==> config.mk <==
export PLATFORM = sky130hd
export DESIGN_NAME = tone_arbiter
export DESIGN_NICKNAME = d
export VERILOG_FILES = /design/src/rtl/music_pkg.sv /design/src/rtl/rr_pick3.sv /design/src/rtl/tone_arbiter.sv
export SDC_FILE = /design/constraint.sdc
export NUM_CORES = 1
export LEC_CHECK = 0
export CAP_MARGIN = 20
export CORE_UTILIZATION = 54
export CTS_BUF_LIST = sky130_fd_sc_hd__clkbuf_16
export CTS_CLUSTER_DIAMETER = 100
export DETAILED_ROUTE_END_ITERATION = 10
export PLACE_DENSITY = 0.74
export SLEW_MARGIN = 25
export SYNTH_ARGS = -nofsm -noshare
export SYNTH_HDL_FRONTEND = slang
export SYNTH_SLANG_ARGS = --single-unit
==> constraint.sdc <==
create_clock -name sys_clk -period 3.05 [get_ports sys_clk]
set_input_delay 0.915 -clock sys_clk [delete_from_list [all_inputs] [get_ports sys_clk]]
set_output_delay 0.915 -clock sys_clk [all_outputs]
set_load 0.05 [all_outputs]
==> src/rtl/music_pkg.sv <==
// Shared types and helpers for the tone arbitration slice.
package music_pkg;

  localparam logic [3:0]  NOTE_REST  = 4'd15;
  localparam int unsigned NUM_SRC    = 3;
  localparam logic [1:0]  OWNER_NONE = 2'd3;

  typedef enum logic [1:0] {
    StIdle,
    StPlay,
    StGap
  } state_e;

  function automatic logic is_note(input logic [3:0] code);
    return (code >= 4'd1) && (code <= 4'd12);
  endfunction

  // (idx + step) mod 3 for idx, step in 0..2.
  function automatic logic [1:0] idx_inc(input logic [1:0] idx, input logic [1:0] step);
    logic [2:0] sum;
    sum = {1'b0, idx} + {1'b0, step};
    if (sum >= 3'd3) sum = sum - 3'd3;
    return sum[1:0];
  endfunction

endpackage

==> src/rtl/rr_pick3.sv <==
// Combinational round-robin picker over three sources, scanning from rr_ptr.
module rr_pick3
  import music_pkg::*;
(
  input  logic [NUM_SRC-1:0] act,
  input  logic [1:0]         rr_ptr,
  output logic               valid,
  output logic [1:0]         winner
);

  logic [3:0] act_pad;
  logic [1:0] idx;

  assign act_pad = {1'b0, act};

  // Scan from the farthest offset down so the closest active index wins.
  always_comb begin
    valid  = 1'b0;
    winner = 2'd0;
    idx    = 2'd0;
    for (int k = 2; k >= 0; k--) begin
      idx = idx_inc(rr_ptr, 2'(k));
      if (act_pad[idx]) begin
        valid  = 1'b1;
        winner = idx;
      end
    end
  end

endmodule

==> src/rtl/tone_arbiter.sv <==
// Round-robin arbiter sharing one tone generator among two keypads and the demo sequencer.
module tone_arbiter
  import music_pkg::*;
#(
  parameter int unsigned MIN_HOLD   = 5_000_000,
  parameter int unsigned MAX_HOLD   = 50_000_000,
  parameter int unsigned GAP_CYCLES = 100_000
) (
  input  logic       sys_clk,
  input  logic       sys_rst_n,
  input  logic       enable,
  input  logic [2:0] req,
  input  logic [3:0] note_in0,
  input  logic [3:0] note_in1,
  input  logic [3:0] note_in2,
  output logic [2:0] grant,
  output logic [1:0] owner_id,
  output logic [3:0] note_out,
  output logic       busy
);

  localparam int unsigned HW = $clog2(MAX_HOLD + 1);
  localparam int unsigned GW = $clog2(GAP_CYCLES + 1);

  localparam logic [HW-1:0] HoldMinLast = HW'(MIN_HOLD - 1);
  localparam logic [HW-1:0] HoldMaxLast = HW'(MAX_HOLD - 1);
  localparam logic [HW-1:0] HoldSat     = HW'(MAX_HOLD);
  localparam logic [GW-1:0] GapLast     = GW'(GAP_CYCLES - 1);

  state_e        state_q, state_d;
  logic [HW-1:0] hold_q, hold_d;
  logic [GW-1:0] gap_q, gap_d;
  logic [1:0]    rr_q, rr_d;
  logic [2:0]    grant_q, grant_d;
  logic [1:0]    owner_q, owner_d;
  logic [3:0]    note_q, note_d;
  logic          busy_q, busy_d;

  logic [3:0] notes [4];
  logic [3:0] act_pad;
  logic       pick_valid;
  logic [1:0] pick_winner;
  logic       owner_act;
  logic       others_act;

  assign notes[0] = note_in0;
  assign notes[1] = note_in1;
  assign notes[2] = note_in2;
  assign notes[3] = NOTE_REST;

  assign act_pad = {1'b0,
                    req[2] && is_note(note_in2),
                    req[1] && is_note(note_in1),
                    req[0] && is_note(note_in0)};

  rr_pick3 u_pick (
    .act    (act_pad[2:0]),
    .rr_ptr (rr_q),
    .valid  (pick_valid),
    .winner (pick_winner)
  );

  assign owner_act  = act_pad[owner_q];
  assign others_act = |(act_pad[2:0] & ~grant_q);

  always_comb begin
    state_d = state_q;
    hold_d  = hold_q;
    gap_d   = gap_q;
    rr_d    = rr_q;
    grant_d = grant_q;
    owner_d = owner_q;
    note_d  = note_q;
    busy_d  = busy_q;

    if (!enable) begin
      state_d = StIdle;
      hold_d  = '0;
      gap_d   = '0;
      grant_d = 3'b000;
      owner_d = OWNER_NONE;
      note_d  = NOTE_REST;
      busy_d  = 1'b0;
    end else begin
      unique case (state_q)
        StIdle: begin
          if (pick_valid) begin
            state_d = StPlay;
            hold_d  = '0;
            grant_d = 3'(3'b001 << pick_winner);
            owner_d = pick_winner;
            note_d  = notes[pick_winner];
            rr_d    = idx_inc(pick_winner, 2'd1);
            busy_d  = 1'b1;
          end
        end
        StPlay: begin
          hold_d = (hold_q == HoldSat) ? hold_q : hold_q + 1'b1;
          // Release takes priority over preemption; both lead to the gap.
          if ((!owner_act && hold_q >= HoldMinLast) ||
              (hold_q >= HoldMaxLast && others_act)) begin
            state_d = StGap;
            hold_d  = '0;
            gap_d   = '0;
            grant_d = 3'b000;
            owner_d = OWNER_NONE;
            note_d  = NOTE_REST;
          end else if (owner_act) begin
            note_d = notes[owner_q];
          end
        end
        StGap: begin
          if (gap_q == GapLast) begin
            state_d = StIdle;
            gap_d   = '0;
            busy_d  = 1'b0;
          end else begin
            gap_d = gap_q + 1'b1;
          end
        end
        default: begin
          state_d = StIdle;
          grant_d = 3'b000;
          owner_d = OWNER_NONE;
          note_d  = NOTE_REST;
          busy_d  = 1'b0;
        end
      endcase
    end
  end

  always_ff @(posedge sys_clk or negedge sys_rst_n) begin
    if (!sys_rst_n) begin
      state_q <= StIdle;
      hold_q  <= '0;
      gap_q   <= '0;
      rr_q    <= 2'd0;
      grant_q <= 3'b000;
      owner_q <= OWNER_NONE;
      note_q  <= NOTE_REST;
      busy_q  <= 1'b0;
    end else begin
      state_q <= state_d;
      hold_q  <= hold_d;
      gap_q   <= gap_d;
      rr_q    <= rr_d;
      grant_q <= grant_d;
      owner_q <= owner_d;
      note_q  <= note_d;
      busy_q  <= busy_d;
    end
  end

  assign grant    = grant_q;
  assign owner_id = owner_q;
  assign note_out = note_q;
  assign busy     = busy_q;

endmodule

==> reports/summary.txt <==
outcome -> finished clean
starting DRC count in detailed routing -> 300
fin worst setup slack -> 60.3 ps
hpwl dp -> 7.09 mm
top cells by area, synth -> dfrtp_1, mux2i_1, dfstp_2
die area -> 0.00756 mm^2
largest area contributor in the netlist -> dfrtp_1
wl on met1 -> 4.97 mm
CP max FO -> 5
CTS root buf -> clkbuf_16
async set-reset flop share out of synthesis -> 100%
power per cell area -> 603 mW/mm^2
Top Layer Used -> met4
leakage -> 2.20 nW
# setup viols final -> 0
Worst-Skew Late Latency -> 340 ps
actual slew at the worst max-slew pin -> 696 ps
Remaining DRCs -> 0
register bit total from synthesis -> 57
wire length on met3 -> 836 um
Hold Violations, Final -> 0
CP required -> 3310 ps
initial antenna violation count -> 0
clk slew on worst S/H paths -> 60 ps
Crit. End Element -> flip-flop
Vias/cell -> 6.58
first-pass GRT wire length -> 19.0 mm
fin crit share -> 98.0%
Max-Cap Viols -> 0
gr usage total -> 32.2%
clk buf depth -> 2
fraction of layout cells with a size suffix above 1 -> 29.9%
Main synth FF type -> dfrtp_1
pre-CTS setup slack -> -541 ps
antenna viol nets, final -> 0
Core Rows -> 30
Final #Nets -> 555
Clock Skews -> 6.44 ps
CTS tree -> built
Crit path top cell by count -> buf_4
post-synth top area share -> 32.8%
Final GP Congestion -> 0.902
H-tree levels -> 3
Max Freq -> 0.334 GHz
crit path buf inv count -> 4
top-level port count -> 28
# port buffers -> 27
fin. max-slew vios -> 0
DR vias -> 4151
critical path type -> in2reg
Final min period -> 2990 ps
average size of a mapped cell -> 8.96 um^2
count of cell types in the netlist -> 68
TritonRoute pass-1 iters -> 5
Cells after Synth -> 435
Chip Width -> 86.9 um
CTS sink count -> 57
syn nets -> 460
vias in the first global route -> 4002
Worst path top cell family by delay -> simple AND/OR/NAND/NOR gates
total core area -> 0.00687 mm^2
GRT overflow -> 0
Crit path largest cell delay -> 570 ps
critical-path cell list -> dlygate4sd2_1 > or4_4 > nand4_1 > o211a_4 > o31a_1 > buf_12 > buf_4 > nor3_1 > o21ai_1 > buf_4 > mux2_2
Initial Utilization -> 56.7%
Area growth syn-to-layout -> 38.2%
Hold Crit Class -> reg2reg
largest net degree at the start of global routing -> 33
register area share after synthesis -> 36.8%
worst rel slew slack -> 53.4%
crit path DAT -> 3250 ps
Inserted Clock Buffers -> 9
synth warn -> 0
Met2 Wirelength -> 6.25 mm
final WL -> 12.4 mm
mapped cell area -> 0.00390 mm^2
number of synthesized flops with an enable pin -> 0
Worst VDD drop -> 0.405 mV
Worst setup SP type -> primary input
Hold Slack -> 527 ps
Die H -> 86.9 um
Slowest-stage cell, CP -> or4_4
Ant. Diodes -> 0
# hold bufs at CTS -> 0
per-cell routed wire length -> 19.7 um
## flip-flops by register name, indices dropped and copies added, names as in the netlist
| signal | count |
|---|---|
| busy | 1 |
| grant | 3 |
| note_out | 4 |
| rr_q | 2 |
| hold_q | 26 |
| owner_id | 2 |
| gap_q | 17 |
| state_q | 2 |
## per-layer routing
layer | GRT usage, % | vias to the layer above
li1 | - | 1879
met1 | 40.5 | 2017
met2 | 54.3 | 215
met3 | 4.74 | 40
met4 | 15.5 | 0
met5 | 0 | -
## worst register-to-register path: cells and delay by family (launching register included)
kind,cells,cell delay [ps]
flops,1,460
simple gates,2,170
buf+inv,4,500
compound gates,5,1570
## kinds of logic (layout without fill, tap and decap cells)
logic type | count (synthesis) | after routing | synth area share (%)
and+or+nand+nor | 180 | 180 | 26.0
muxes | 24 | 24 | 6.39
DFF | 57 | 57 | 36.8
AOI/OAI and AO/OA | 126 | 127 | 23.5
adders and majority gates | 8 | 8 | 2.50
xor gates and xnor gates | 1 | 1 | 0.225
buffers and inverters | 39 | 138 | 4.53
## layout make-up
| class | count | area (um^2) |
|---|---|---|
| Sequential cell | 57 | 1430 |
| Clock buffer | 9 | 225 |
| Timing Repair Buffer | 103 | 987 |
| Clock inverter | 7 | 46.3 |
| Multi-Input combinational cell | 340 | 2500 |
| Tap cell | 96 | 120 |
| Inverter | 19 | 71.3 |
| Fill cell | 452 | 1480 |
## final timing paths
| check | start | to | slack [ps] | cells after the start |
|---|---|---|---|---|
| setup reg to reg | hold_q[10] | gap_q[7] | 270 | 11 |
| setup / recovery | note_in0[2] | note_out[3] | 60 | 11 |
| hold / removal | gap_q[4] | gap_q[4] | 530 | 1 |
| min in group asynchronous | sys_rst_n | rr_q[1] | 610 | 1 |
| hold reg to reg | gap_q[4] | gap_q[4] | 530 | 1 |
| max in group asynchronous | sys_rst_n | note_out[0] | 1770 | 2 |
## power breakdown
group          internal (mW)  switching [mW]
registers              0.850          0.0744
logic                  0.616           0.781
clock network          0.547           0.379
## Yosys cell counts, types with 8 or more instances
cell / number
or3_1: 10
nand3b_1: 11
nand2_1: 32
or4_1: 11
nand4_1: 13
a21oi_1: 21
and3_1: 8
nand3_1: 29
nor2_1: 24
dfrtp_1: 51
inv_1: 19
o21ai_0: 17
nor4_1: 9
mux2i_1: 17
o21ai_1: 10
clkbuf_1: 10
o31ai_1: 10
## metrics by stage
stage | TNS [ps] | utilization [%] | cells | power [mW] | area (um^2)
floorplan | 0 | - | 435 | 1.70 | 3900
global placement | -16610 | 66.8 | 586 | 2.07 | 4590
detailed placement | -19730 | 66.8 | 586 | 2.11 | 4590
CTS | 0 | 75.6 | 623 | 3.14 | 5190
global route | -93.0 | 78.4 | 631 | 3.38 | 5390
finish | 0 | 78.4 | 631 | 3.25 | 5390
## timing repair
item	CTS	global route
gates resized for setup	44	44
cloned	4	1
pin swaps	3	21
endpoints found under the setup margin	33	39
buffers inserted	17	8
## layout by cell type, fill, tap and decap left out, types with 10 or more instances in the layout
cell / count
mux2i_1: 17
nand3b_1: 11
a21oi_1: 17
dfrtp_1: 51
nand3_1: 27
buf_6: 10
nand2_1: 31
clkdlybuf4s50_1: 13
inv_1: 19
buf_4: 57
nor2_1: 24
or3_1: 10
o21ai_0: 17
nand4_1: 13
clkbuf_16: 10
Note: power is estimated with default switching activity, not from simulation.
